==> config.mk <==
export PLATFORM = sky130hd
export DESIGN_NAME = prbs9_sat_cnt
export DESIGN_NICKNAME = d
export VERILOG_FILES = /design/src/rtl/prbs9_pkg.sv /design/src/rtl/prbs9_sat_cnt.sv
export SDC_FILE = /design/constraint.sdc
export NUM_CORES = 1
export LEC_CHECK = 0
export ABC_AREA = 0
export CELL_PAD_IN_SITES_DETAIL_PLACEMENT = 0
export CELL_PAD_IN_SITES_GLOBAL_PLACEMENT = 2
export CORE_UTILIZATION = 28
export DETAILED_ROUTE_END_ITERATION = 6
export PLACE_DENSITY = 0.84
export REMOVE_ABC_BUFFERS = 1
export SYNTH_ARGS = -nofsm -noshare
export SYNTH_HDL_FRONTEND = slang
export SYNTH_SLANG_ARGS = --single-unit
==> constraint.sdc <==
create_clock -name clk -period 2.3 [get_ports clk]
set_input_delay 0.575 -clock clk [delete_from_list [all_inputs] [get_ports clk]]
set_output_delay 0.575 -clock clk [all_outputs]
set_load 0.02 [all_outputs]
==> src/rtl/prbs9_pkg.sv <==
// Shared PRBS9 definitions: polynomial taps (x^9 + x^5 + 1), generator seed,
// checker FSM state encoding and the one-step prediction helper.
package prbs9_pkg;

  localparam int unsigned PRBS9_LEN = 9;
  localparam int unsigned TAP_A     = 8;
  localparam int unsigned TAP_B     = 4;

  localparam logic [PRBS9_LEN-1:0] PRBS9_SEED = 9'h1AA;

  typedef enum logic [1:0] {
    FILL   = 2'd0,
    SYNC   = 2'd1,
    LOCKED = 2'd2
  } prbs9_state_e;

  // h[k] holds the bit seen k+1 steps ago, so b[n] = b[n-9] ^ b[n-5] = h[8] ^ h[4].
  function automatic logic prbs9_predict(input logic [PRBS9_LEN-1:0] h);
    return h[TAP_A] ^ h[TAP_B];
  endfunction

endpackage

==> src/rtl/prbs9_sat_cnt.sv <==
// Saturating up-counter with synchronous clear (clear has priority).
//   clk, reset : clock, async active-high reset
//   inc_i      : increment request
//   clr_i      : synchronous clear
//   cnt_o      : registered count, holds at all-ones
module prbs9_sat_cnt
  import prbs9_pkg::*;
#(
  parameter int unsigned CNT_W = 32
) (
  input  logic             clk,
  input  logic             reset,
  input  logic             inc_i,
  input  logic             clr_i,
  output logic [CNT_W-1:0] cnt_o
);

  logic [CNT_W-1:0] cnt_q;

  always_ff @(posedge clk or posedge reset) begin
    if (reset) begin
      cnt_q <= '0;
    end else if (clr_i) begin
      cnt_q <= '0;
    end else if (inc_i && (cnt_q != {CNT_W{1'b1}})) begin
      cnt_q <= cnt_q + CNT_W'(1);
    end
  end

  assign cnt_o = cnt_q;

endmodule

## Word-level counts from Yosys, hierarchy flattened

Cells that the tools add are included.

- Reduce and logical (&&, ||, !) cells: 2
- $add $sub $neg: 1
- Multiplexer cells: 2
- Eq/ne operators: 1

Operators by type and width:

| cell | number |
|---|---|
| two-way mux 32 bit | 2 |
| adder 32 x 1 -> 32 bit (second input constant) | 1 |
| inequality test 32 bit (second input constant) | 1 |
| nonzero test 2 bit | 1 |
| logical AND 1 bit | 1 |

- Input port bits: 4
- Output and inout bits: 32
- Register bits: 32

## Logic depth before layout (Yosys ltp)

- Word-level depth: 4
- Depth in mapped cells: 7
- Mapped depth without buffers: 6

## Least setup slack after synthesis

OpenSTA, ideal clock, no wires.

- Kind: register to register
- From: register cnt_q[0] (netlist: cnt_o[0])
- To: register cnt_q[20] (netlist: cnt_o[20])
- Required time: 2.222 ns
- Stages on the path, launching flop included: 8
- Slack: -0.041 ns
- Data arrival time: 2.263 ns
- Path buffers: 1
- Cells stage by stage: dfrtp_1 > ha_1 > nand2_1 > or4_4 > or3_4 > buf_6 > or4_1 > a21oi_1

- Word-level cells in the longest chain between the ends: 3
- Elaborated cells on any way between the ends: 6
- Classes of those cells: add/sub (1); eq/ne (1); mux (2); reduce/logical (2)

Ends and longest elaborated chain:

| what | RTL line | source |
|---|---|---|
| start: declaration | prbs9_sat_cnt.sv:18 | `logic [CNT_W-1:0] cnt_q;` |
| start signal: assignment | prbs9_sat_cnt.sv:26 | `cnt_q <= cnt_q + CNT_W'(1);` |
| adder 32 x 1 -> 32 bit or inequality test 32 bit (tied branches) | prbs9_sat_cnt.sv:26, prbs9_sat_cnt.sv:25 |  |
| two-way mux 32 bit or logical AND 1 bit (tied branches) | prbs9_sat_cnt.sv:25 | `end else if (inc_i && (cnt_q != {CNT_W{1'b1}})) begin` |
| two-way mux 32 bit or nonzero test 2 bit (tied branches) | n/a |  |

Parallel ways exist; a longest one is shown, timed or not. The select of a mux whose other input is x is not followed.
A chain may end at the register's enable or synchronous reset.

## Worst setup path after layout

- From: register cnt_q[0] (netlist: cnt_o[0])
- To: register cnt_q[28] (netlist: cnt_o[28])

Same word-level chain as after synthesis.

==> impl_metrics.ini <==
[logic_synthesis]
synth_cell_types = 33
post_synth.cell_area_avg_sq_um = 9.36
synth_edf_count = 0
yosysSeqAreaShare_pct = 46.0
async_flop_share_pct = 100
ys.flop_type = dfrtp_1
ys_warn_count = 0
synthCells = 186
synth_area_sq_um = 1740
ys_seq_elements = 32

[timing]
slew_headroom_pct = 66.6
fmax_mhz = 453
hold_viol = 0
skew_ns = 0.00852
tightest_slew_ns = 0.498
period_needed_ns = 2.21
slew_viol_final = 0
period_share_pct = 96.0
setup_viol = 0

[routing]
first_pass_iters = 4
wl_per_cell_um = 14.6
vias = 1756
wl_mm = 4.86
drtIter0Drc = 136
drtAntennaViolNets = 0
drc = 0
avgViaCountPerCell = 5.26

[setup_path]
r2r_start = cnt_o[0]$_DFFE_PP0P_
cpPeakStageDelay_ns = 0.50
end_kind = register
critPathLaunch = cnt_o[0]$_DFFE_PP0P_
worst-path-buf-inv = 0
reg2reg_slack_ns = 0.09
reg2reg_depth = 6
path_cells = ha_2 > nand2_1 > or4_4 > or3_4 > or4_1 > a21oi_2
cp_slowest_cell = or4_1
path_depth = 6
path_delay_family = simple AND/OR/NAND/NOR gates
critPathMaxFanout = 7
worstPathArrival_ns = 2.43
crit_required_ns = 2.53
worstSetupPathType = register to register
startpoint_type = register

[final_layout]
fin_area_sq_um = 2550
num-nets-final = 263
syn_to_final_growth_pct = 46.7
final_cell_count_no_fill = 334
drive_gt1_share_pct = 21.2
n_antenna_cell = 0
fill_cells = 611
layout_common_cells = clkdlybuf4s50_1 (35), buf_4 (34), dfrtp_1 (32)
largest_reg_flops = 32
final_common_cell = clkdlybuf4s50_1

[grt]
grt_max_degree = 33
grt_pass1_wl_mm = 7.81
antenna_found_initial = 0
track_usage_pct = 15.6
overflow = 0
grt_pass1_vias = 1620

[clock_network]
postCtsHoldBufs = 0
htree_levels = 2
clk_pin_slew_ns = 0.07
cts_tree = yes
clockBufferDepth = 2
root_buffer = clkbuf_8
cts_made_buffers = 5
insertion_delay_ns = 0.29
cts_sinks = 32

[power_and_ir_drop]
p_clk_share_pct = 42.2
peakVddDrop_mv = 0.229
p_seq_share_pct = 51.8
p_leak_nw = 0.985
p_sw_uw = 266
power.total_mw = 1.10
pwr-share-comb_pct = 6.0
swShare_pct = 24.3
internal_power_uw = 832
power.density_nw_per_um2 = 430

[die]
die-area_sq_um = 6540
die_x_um = 80.8
die_h_um = 80.8
start_util_pct = 29.2
num_rows = 28
fp.coreArea_sq_um = 5960
pin_count = 36

[placement]
port_buffers = 35
dpl_cell_area_sq_um = 2410
place_congestion = 0.730
dp_hpwl_mm = 3.19
dpl.cell_count = 323

[run]
maxCapViolCount = 0

[status]
status = completed

[hold_path]
hold_path_class = register to register
hold-path-cell-count = 2
min-delay-start = cnt_o[15]$_DFFE_PP0P_
power by group through the flow:
stage | registers, mW | clock network, mW | logic, mW
finish | 0.569 | 0.464 | 0.0661
global route | 0.569 | 0.511 | 0.0733
CTS | 0.568 | 0.479 | 0.0671
detailed placement | 0.579 | 0 | 0.0669
global placement | 0.579 | 0 | 0.0665
floorplan | 0.585 | 0 | 0.0187
worst paths after layout:
path,endpoint
max reg2reg,cnt_o[28]$_DFFE_PP0P_
min in group asynchronous,cnt_o[15]$_DFFE_PP0P_
max,cnt_o[28]$_DFFE_PP0P_
min,cnt_o[15]$_DFFE_PP0P_
max in group asynchronous,cnt_o[1]$_DFFE_PP0P_
min reg2reg,cnt_o[15]$_DFFE_PP0P_
Yosys cell counts (2+ instances only):
library cell	count	area (sq um)
and3_1	3	18.8
dfrtp_1	32	801
o21ai_0	12	60.1
nor4_1	3	18.8
inv_1	8	30.0
o31ai_1	15	113
xnor2_1	2	17.5
or3_1	12	75.1
clkbuf_1	4	15.0
nand2_1	11	41.3
nor2_1	6	22.5
and4_1	4	35.0
nand4_1	6	37.5
or4_1	14	105
a21oi_1	27	135
nand3_1	10	50.1
worst reg2reg max path, cell delays in order (launching register included):
cell and delay [ns]:
dfrtp_1 0.38, ha_2 0.20, nand2_1 0.07, or4_4 0.46, or3_4 0.40, or4_1 0.50
a21oi_2 0.14
per-layer routing:
metal	vias to the layer above	global-route usage [%]	part of all wire [%]
met5	-	0	0
met4	0	4.29	1.0
met3	6	3.82	3.8
met2	30	25.0	48
met1	841	20.9	48
li1	879	-	-
repair_timing:
item / 4_1_cts / 5_1_grt
buffers inserted: 0 / 2
setup endpoints to repair: 0 / 8
gates resized for setup: 0 / 6
kinds of logic after synthesis:
group	synth area share (%)
AND/OR/NAND/NOR	25.9
adder cells (fa/ha/maj)	0.719
AO/OA/AOI/OAI	21.8
multiplexers	0.575
flip-flops	46.0
XOR/XNOR	1.51
buffers and inverters	3.52
through the flow:
stage | util [%] | hold slack (ns) | setup slack [ns] | setup TNS (ns)
CTS | 42.1 | 0.581 | 0.0638 | 0
global placement | 40.5 | 0.558 | -0.171 | -1.44
global route | 42.9 | 0.609 | -0.0372 | -0.0372
floorplan | - | 0.634 | -0.276 | -2.15
finish | 42.9 | 0.582 | 0.0920 | 0
detailed placement | 40.5 | 0.570 | -0.234 | -1.76
area by class of cell:
cell class	instances	area, sq um	share of cell area (%)
inverter	8	30.0	1.18
timing repair buffer	70	626	24.5
clock buffer	6	82.6	3.24
tap	75	93.8	3.68
clock inverter	2	10.0	0.392
sequential	32	801	31.4
multi-input combinational	141	910	35.6
(Power assumes the default switching activity.)
